==> src/rtl/watch_pkg.sv <==
// Shared definitions for the watch front panel: the field/state code seen by
// the display stage, and default timing constants in 1 ms clock cycles.
package watch_pkg;

  typedef enum logic [2:0] {
    F_NORMAL = 3'd0,
    F_YEAR   = 3'd1,
    F_MONTH  = 3'd2,
    F_DAY    = 3'd3,
    F_AP     = 3'd4,
    F_HOUR   = 3'd5,
    F_MIN    = 3'd6,
    F_SEC    = 3'd7
  } field_e;

  localparam int DEB_MS_DEF     = 20;
  localparam int TIMEOUT_MS_DEF = 10000;
  localparam int BLINK_MS_DEF   = 250;

  // Mode-button sequence: NORMAL -> YEAR -> ... -> SEC -> NORMAL.
  function automatic field_e next_field(input field_e f);
    case (f)
      F_NORMAL: return F_YEAR;
      F_YEAR:   return F_MONTH;
      F_MONTH:  return F_DAY;
      F_DAY:    return F_AP;
      F_AP:     return F_HOUR;
      F_HOUR:   return F_MIN;
      F_MIN:    return F_SEC;
      default:  return F_NORMAL;
    endcase
  endfunction

endpackage

==> src/rtl/watch_debounce.sv <==
// One push-button: 2-flop synchroniser, debounce counter, and a one-cycle
// press pulse on the 0->1 change of the debounced level.
module watch_debounce
  import watch_pkg::*;
#(
  parameter int DEB_MS = DEB_MS_DEF
) (
  input  logic clk,
  input  logic rst,
  input  logic raw,
  output logic level,
  output logic press
);

  localparam int CW = $clog2(DEB_MS + 1);

  logic [1:0]    sync;
  logic [CW-1:0] cnt;

  // Synchronise, then accept the new level after DEB_MS cycles of disagreement.
  // NOTE: sequential state uses non-blocking assignments so every flop samples pre-edge values.
  always_ff @(posedge clk) begin
    if (!rst) begin
      sync  <= '0;
      cnt   <= '0;
      level <= 1'b0;
      press <= 1'b0;
    end else begin
      sync  <= {sync[0], raw};
      press <= 1'b0;
      if (sync[1] == level) begin
        cnt <= '0;
      end else if (cnt == CW'(DEB_MS - 1)) begin
        level <= sync[1];
        press <= sync[1];
        cnt   <= '0;
      end else begin
        cnt <= cnt + 1'b1;
      end
    end
  end

endmodule

==> src/rtl/watch_set_ctrl.sv <==
// Watch set-mode controller: debounces mode/up/down, walks the set-mode
// state machine, issues single-cycle inc/dec strobes to the date/time counter
// and drives the edit/field/blink display controls.
// Optional feature: define WATCH_AUTOREPEAT_EN for held-button auto-repeat.
module watch_set_ctrl
  import watch_pkg::*;
#(
  parameter int DEB_MS     = DEB_MS_DEF,
  parameter int TIMEOUT_MS = TIMEOUT_MS_DEF,
  parameter int BLINK_MS   = BLINK_MS_DEF
`ifdef WATCH_AUTOREPEAT_EN
  ,
  parameter int REPEAT_DELAY_MS = 500,
  parameter int REPEAT_RATE_MS  = 100
`endif
) (
  input  logic       clk,
  input  logic       rst,
  input  logic       btn_mode,
  input  logic       btn_up,
  input  logic       btn_down,
  output logic       i_y,
  output logic       i_mo,
  output logic       i_d,
  output logic       i_a,
  output logic       i_h,
  output logic       i_m,
  output logic       i_s,
  output logic       d_y,
  output logic       d_mo,
  output logic       d_d,
  output logic       d_h,
  output logic       d_m,
  output logic       d_s,
  output logic       edit,
  output logic [2:0] field,
  output logic       blink
);

  localparam int TW = $clog2(TIMEOUT_MS + 1);
  localparam int BW = $clog2(BLINK_MS + 1);

  logic mode_l, up_l, down_l;
  logic mode_p, up_p, down_p;
  logic unused_levels;

  watch_debounce #(.DEB_MS(DEB_MS)) u_deb_mode (
    .clk(clk), .rst(rst), .raw(btn_mode), .level(mode_l), .press(mode_p));
  watch_debounce #(.DEB_MS(DEB_MS)) u_deb_up (
    .clk(clk), .rst(rst), .raw(btn_up), .level(up_l), .press(up_p));
  watch_debounce #(.DEB_MS(DEB_MS)) u_deb_down (
    .clk(clk), .rst(rst), .raw(btn_down), .level(down_l), .press(down_p));

  field_e        state, state_nxt;
  logic [6:0]    inc_q, inc_nxt;   // y, mo, d, a, h, m, s
  logic [5:0]    dec_q, dec_nxt;   // y, mo, d, h, m, s
  logic [TW-1:0] tmo_cnt;
  logic [BW-1:0] blink_cnt;
  logic          blink_q;
  logic          go_up, go_dn, strobe, entry, timeout;

`ifdef WATCH_AUTOREPEAT_EN
  localparam int RMAX = (REPEAT_DELAY_MS > REPEAT_RATE_MS) ? REPEAT_DELAY_MS : REPEAT_RATE_MS;
  localparam int RW   = $clog2(RMAX + 1);

  logic          rep_act, rep_up, rep_first, held, rep_fire;
  logic [RW-1:0] rep_cnt, rep_lim;

  assign held     = rep_up ? up_l : down_l;
  assign rep_lim  = rep_first ? RW'(REPEAT_DELAY_MS - 1) : RW'(REPEAT_RATE_MS - 1);
  assign rep_fire = rep_act && held && (rep_cnt == rep_lim) && !mode_p && !up_p && !down_p;
  assign unused_levels = mode_l;
`else
  assign unused_levels = ^{mode_l, up_l, down_l};
`endif

  // Next state and strobe decode; timeout beats mode, mode beats up/down.
  // NOTE: every output of this block gets a default first, so no path infers a latch.
  always_comb begin
    state_nxt = state;
    inc_nxt   = '0;
    dec_nxt   = '0;
    go_up     = 1'b0;
    go_dn     = 1'b0;
    timeout   = (state != F_NORMAL) && (tmo_cnt == TW'(TIMEOUT_MS));
    if (timeout) begin
      state_nxt = F_NORMAL;
    end else if (mode_p) begin
      state_nxt = next_field(state);
    end else if (up_p && !down_p && state != F_NORMAL) begin
      go_up = 1'b1;
    end else if (down_p && !up_p && state != F_NORMAL) begin
      go_dn = 1'b1;
`ifdef WATCH_AUTOREPEAT_EN
    end else if (rep_fire) begin
      go_up = rep_up;
      go_dn = !rep_up;
`endif
    end
    if (go_up || go_dn) begin
      case (state)
        F_YEAR:  if (go_up) inc_nxt[0] = 1'b1; else dec_nxt[0] = 1'b1;
        F_MONTH: if (go_up) inc_nxt[1] = 1'b1; else dec_nxt[1] = 1'b1;
        F_DAY:   if (go_up) inc_nxt[2] = 1'b1; else dec_nxt[2] = 1'b1;
        F_AP:    inc_nxt[3] = 1'b1;
        F_HOUR:  if (go_up) inc_nxt[4] = 1'b1; else dec_nxt[3] = 1'b1;
        F_MIN:   if (go_up) inc_nxt[5] = 1'b1; else dec_nxt[4] = 1'b1;
        F_SEC:   if (go_up) inc_nxt[6] = 1'b1; else dec_nxt[5] = 1'b1;
        default: ;
      endcase
    end
  end

  assign strobe = go_up || go_dn;
  assign entry  = (state_nxt != state);

  // State, registered strobes, idle timeout and blink phase.
  always_ff @(posedge clk) begin
    if (!rst) begin
      state     <= F_NORMAL;
      inc_q     <= '0;
      dec_q     <= '0;
      tmo_cnt   <= '0;
      blink_q   <= 1'b1;
      blink_cnt <= '0;
    end else begin
      state <= state_nxt;
      inc_q <= inc_nxt;
      dec_q <= dec_nxt;

      if (entry || mode_p || up_p || down_p || strobe || state_nxt == F_NORMAL)
        tmo_cnt <= '0;
      else if (tmo_cnt != TW'(TIMEOUT_MS))
        tmo_cnt <= tmo_cnt + 1'b1;

      // Reload on entry or strobe keeps the freshly adjusted value visible.
      if (entry || strobe || state_nxt == F_NORMAL) begin
        blink_q   <= 1'b1;
        blink_cnt <= '0;
      end else if (blink_cnt == BW'(BLINK_MS - 1)) begin
        blink_q   <= ~blink_q;
        blink_cnt <= '0;
      end else begin
        blink_cnt <= blink_cnt + 1'b1;
      end
    end
  end

`ifdef WATCH_AUTOREPEAT_EN
  // Auto-repeat timer: armed by an up/down press strobe outside AP, cancelled
  // by release, any new press or any state change.
  always_ff @(posedge clk) begin
    if (!rst) begin
      rep_act   <= 1'b0;
      rep_up    <= 1'b0;
      rep_first <= 1'b0;
      rep_cnt   <= '0;
    end else if (entry || state_nxt == F_NORMAL) begin
      rep_act <= 1'b0;
      rep_cnt <= '0;
    end else if (strobe && !rep_fire) begin
      rep_act   <= (state != F_AP);
      rep_up    <= go_up;
      rep_first <= 1'b1;
      rep_cnt   <= '0;
    end else if (rep_fire) begin
      rep_first <= 1'b0;
      rep_cnt   <= '0;
    end else if (rep_act) begin
      if (!held || up_p || down_p || mode_p) begin
        rep_act <= 1'b0;
        rep_cnt <= '0;
      end else begin
        rep_cnt <= rep_cnt + 1'b1;
      end
    end
  end
`endif

  assign {i_s, i_m, i_h, i_a, i_d, i_mo, i_y} = inc_q;
  assign {d_s, d_m, d_h, d_d, d_mo, d_y}      = dec_q;
  assign edit  = (state != F_NORMAL);
  assign field = state;
  assign blink = blink_q;

endmodule

==> config.mk <==
export PLATFORM = sky130hd
export DESIGN_NAME = watch_set_ctrl
export DESIGN_NICKNAME = d
export VERILOG_FILES = /design/src/rtl/watch_pkg.sv /design/src/rtl/watch_debounce.sv /design/src/rtl/watch_set_ctrl.sv
export SDC_FILE = /design/constraint.sdc
export NUM_CORES = 1
export LEC_CHECK = 0
export CORE_MARGIN = 5
export CORE_UTILIZATION = 49
export DETAILED_ROUTE_END_ITERATION = 10
export PLACE_DENSITY_LB_ADDON = 0.3
export SYNTH_ARGS = -nofsm -noshare
export SYNTH_HDL_FRONTEND = slang
export SYNTH_HIERARCHICAL = 1
export SYNTH_SLANG_ARGS = --single-unit
==> constraint.sdc <==
create_clock -name clk -period 6.3 [get_ports clk]
set_input_delay 0.945 -clock clk [delete_from_list [all_inputs] [get_ports clk]]
set_output_delay 0.945 -clock clk [all_outputs]
set_load 0.02 [all_outputs]
[After elaboration in Yosys (flattened, before gate mapping)]
Index checks and enable logic that the tools add are counted.
Cells by class
  add/sub/neg operators: 5
  equality and inequality tests: 17
  mux-type cells: 13
  bitwise logic cells: 8
  reduce and logical (&&, ||, !) cells: 37
Operator list (count)
  3-bit one-hot mux with 7 select lines: 1
  3-bit OR reduction: 7
  3-bit AND reduction: 6
  5-bit by 1-bit adder with 5-bit output, second input constant: 3
  5-bit == test, second input constant: 3
  14-bit by 1-bit adder with 14-bit output, second input constant: 1
  14-bit == test, second input constant: 1
  14-bit != test, second input constant: 1
  3-bit == test, second input constant: 4
  1-bit 2-to-1 mux: 10
  8-bit by 1-bit adder with 8-bit output, second input constant: 1
  8-bit == test, second input constant: 1
  1-bit logical OR: 8
  1-bit NOT: 8
  2-bit AND reduction: 4
  3-bit by 2-bit == test with 1-bit output, second input constant: 2
  3-bit zero test: 2
  3-bit 2-to-1 mux: 2
  1-bit logical AND: 5
  2-bit OR reduction: 2
  1-bit == test: 3
  3-bit by 1-bit == test with 1-bit output, second input constant: 1
  3-bit != test: 1
  3-bit nonzero test: 1
  1-bit zero test: 2
Word-level totals
  register bits: 66
  input port bits: 5
  output and inout bits: 18
  logic and storage cells: 109

[Logic depth before layout (Yosys ltp)]
  word-level depth: 11
  mapped depth: 8
  mapped depth without buffers: 6

[Modules after synthesis]
The synthesis kept the hierarchy.
Modules (own cells, without submodules)
  watch_set_ctrl: instances 1, cells each 186, area each 1701.6 um^2, sequential area each 780.7 um^2
  watch_debounce: instances 3, cells each 34, area each 359.1 um^2, sequential area each 180.2 um^2

[Worst setup path after synthesis]
Ideal clock, no wire load.
  path kind: reg-to-output
  from: reg state[0] (netlist: field[0])
  to: out edit
  arrival time: 1.338 ns
  required time: 5.355 ns
  path slack: 4.017 ns
  stages on the path, launching flop included: 4
  path buffers: 1
  cells stage by stage: dfxtp_1 -> clkbuf_1 -> nor3_1 -> inv_1
Between the ends
  cells in the longest elaborated chain, start to end: 1
Ends and longest elaborated chain
  start, declared: line watch_set_ctrl.sv:54  | field_e state, state_nxt;
  start signal, assigned: line watch_set_ctrl.sv:127  | state <= state_nxt;
  3-bit nonzero test: line watch_set_ctrl.sv:182  | assign edit = (state != F_NORMAL);
  end, declared: line watch_set_ctrl.sv:35  | output logic edit,
No other way between the ends.

[Worst setup path after layout]
Same ends and word-level chain as after synthesis.

==> flow_metrics.tcl <==
set metrics [dict create \
    cts_resized 0 \
    numClockSinks 66 \
    die_area_mm2 0.007277 \
    drive_gt1_share_pct 8.464 \
    cpMaxStageDelayCell "nor3_1" \
    core-area_mm2 0.005507 \
    cts_max_path_buffers 2 \
    slew-limit-headroom_pct 48.76 \
    syn_area_mm2 0.002779 \
    root_buffer "clkbuf_8" \
    ys_types 39 \
    vias_per_cell 5.263 \
    synth_xor_area_share_pct 9.455 \
    p_leak_nw 1.116 \
    synth_top_family_by_area "simple AND/OR/NAND/NOR gates" \
    synth-edff-count 0 \
    avgSynthCellArea_um2 9.649 \
    insertion_delay_ns 0.34 \
    tritoncts "built" \
    critPathKind "reg -> out" \
    synth_seq_cells 66 \
    num_vias 2058 \
    synth_compound_area_share_pct 3.872 \
    hold_path.class "reg -> reg" \
    ys.warnings.count 6 \
    cts_made_buffers 9 \
    antenna_found_initial 0 \
    path_max_fanout 10 \
    power_density_mw_per_mm2 261.1 \
    rsz0062_at_grt "false" \
    end_kind "output port" \
    grt_pass1_wl_mm 8.010 \
    grt_pass1_vias 1855 \
    initial_core_util_pct 50.47 \
    worstSetupStartpointType "flip-flop" \
    cp.required_ns 5.35 \
    drt_iter0_markers 117 \
    worst_pin_slew_ns 0.7662 \
    wire_per_inst_um 11.89 \
    max_freq_ghz 0.3178 \
    crit_family "buffers and inverters" \
    wl_mm 4.650 \
    row_count 27 \
    ant_nets 0 \
    cp_slowest_stage_delay_ns 0.63 \
    ys.flop_type "dfxtp_1" \
    period_minus_slack_ns 3.147 \
    ys_seq_area_share_pct 47.55 \
    fin_tns_setup_ns 0 \
    cts_setup_buffers 0 \
    path_clk_slew_ns 0.08 \
    ir_drop_mv 0.1639 \
    finClkSkew_ns 0.008380 \
    diodes 0 \
    crit_chain "nor3_1, inv_1, clkdlybuf4s50_1" \
    synth_cells 288 \
    die_h_um 85.31 \
    timing.final.setup_violations 0 \
    port_buffers 22 \
    area_delta_synth_final_pct 18.42 \
    yosys.area.top_type_share_pct 47.55 \
    netlist_top_cells_area "dfxtp_1 48%, nor3_1 6.7%, xnor2_1 5.4%" \
    synthMuxAreaShare_pct 1.981 \
    period_share_pct 49.95 \
    synth_simple_gate_area_share_pct 30.26 \
    io_pins 23 \
    die_x_um 85.31 \
    holdBufCountCts 0 \
    crit_buf_inv 2 \
    timing.final.hold_violations 0 \
    grtUsageTotal_pct 13.74 \
    yosysTopAreaCell "dfxtp_1" \
    h-tree-depth 3 \
    synthArstFlopShare_pct 0 \
    syn_nets 300 \
    slew_viol_final 0 \
    drtPass1Iterations 4 \
    fin_cells 391 \
    synth_fa_ha_area_share_pct 3.152 \
    nets 326 \
    globalplace.congestion 0.7823 \
    worst_ep_arrival_time_ns 2.20 \
    drv_cap 0 \
    run_status "complete, no violations" \
    drcViolationCount 0 \
    dp_hpwl_mm 3.133 \
    grt_overflow 0 \
    dp.cells 375 \
    grt_max_degree 25 \
]
-- worst paths after layout --
| path | cells after the start | end | slack [ns] | start |
|---|---|---|---|---|
| hold reg to reg | 1 | u_deb_mode/sync[1] | 0.43 | u_deb_mode/sync[0] |
| setup reg to reg | 4 | blink | 3.68 | tmo_cnt[2] |
| setup / recovery | 3 | edit | 3.15 | field[0] |
| hold / removal | 1 | u_deb_mode/sync[1] | 0.43 | u_deb_mode/sync[0] |
-- Yosys cell counts (4+ instances only) --
library cell,count
and2_1,6
dfxtp_1,66
ha_1,7
inv_1,15
mux2i_1,4
nand2_1,16
nand3_1,17
nand3b_1,4
nand4_1,4
nor2_1,21
nor2b_1,8
nor3_1,37
nor4_1,4
o21ai_0,6
xnor2_1,17
xor2_1,13
-- metrics by stage --
step                      power [mW]  setup slack, ns  hold WS (ns)  cell area (µm²)  util (%)
after detailed placement      0.4426            3.156        0.4193             3049     55.37
after floorplan               0.4376            4.017        0.4118             2779         -
after global routing          0.8909            3.007        0.4524             3291     59.76
after CTS                     0.8703            3.143        0.4349             3291     59.76
after global placement        0.4423            3.208        0.4150             3049     55.37
final                         0.8592            3.153        0.4332             3291     59.76
-- flip-flops by register name, summed over array words and instances, names as in the netlist --
register and count:
u_deb_up/cnt 5, blink_cnt 8, field 3, u_deb_mode/cnt 5, u_deb_mode/press 1, u_deb_down/cnt 5
u_deb_up/sync 2, u_deb_mode/sync 2, inc_q 7, blink 1, u_deb_down/level 1, u_deb_down/sync 2
u_deb_mode/level 1, tmo_cnt 14, u_deb_down/press 1, u_deb_up/level 1, u_deb_up/press 1, dec_q 6
-- layer usage --
layer / track usage, % / up-vias / wire length (µm)
met3: 4.951 / 10 / 275
li1: - / 1057 / -
met1: 16.16 / 947 / 2202
met2: 21.82 / 44 / 2081
met5: 0 / - / 0
met4: 7.338 / 0 / 91
-- final cells by class --
cell class / count / area [µm²]
multi-input cells: 199 / 1354
fillers: 487 / 2216
repair buffers: 23 / 227.7
clock buffers: 10 / 127.6
well taps: 72 / 90.09
inverters: 15 / 56.30
clock inverters: 6 / 113.9
flip-flops and latches: 66 / 1321
-- power by group --
part	switching [mW]	total, mW	leakage, nW	internal (mW)
combinational	0.00697	0.0124	0.470	0.00539
clock	0.162	0.426	0.113	0.264
sequential	0.00125	0.421	0.533	0.419
-- cells by family (layout without fill, tap and decap cells) --
kind of cell | after synthesis | count (layout)
AND/OR/NAND/NOR | 141 | 141
flip-flops | 66 | 66
XOR/XNOR | 30 | 30
buffers and inverters | 23 | 54
AO/OA/AOI/OAI | 16 | 16
adder cells (fa/ha/maj) | 7 | 7
multiplexers | 5 | 5
-- cells in the final DEF (no fill, tap or decap), types with 2 or more instances in the layout --
cell	instances
a31oi_1	3
nor3_1	37
xnor2_1	17
clkinvlp_4	2
bufinv_16	3
and2_1	6
xor2_1	13
clkbuf_8	9
inv_1	15
nor2_1	21
and3_1	3
nand3b_1	4
nand4bb_4	3
nor4_1	4
nand3_2	3
nand4_1	4
o21ai_0	6
dfxtp_1	66
nand4b_1	3
nor4b_1	2
nand3_1	17
or4_1	2
clkdlybuf4s50_1	22
nand2_1	16
mux2i_1	4
a211oi_1	2
nor4b_2	2
nand2b_1	3
nor2b_1	8
ha_1	7
(Power assumes the default switching activity.)
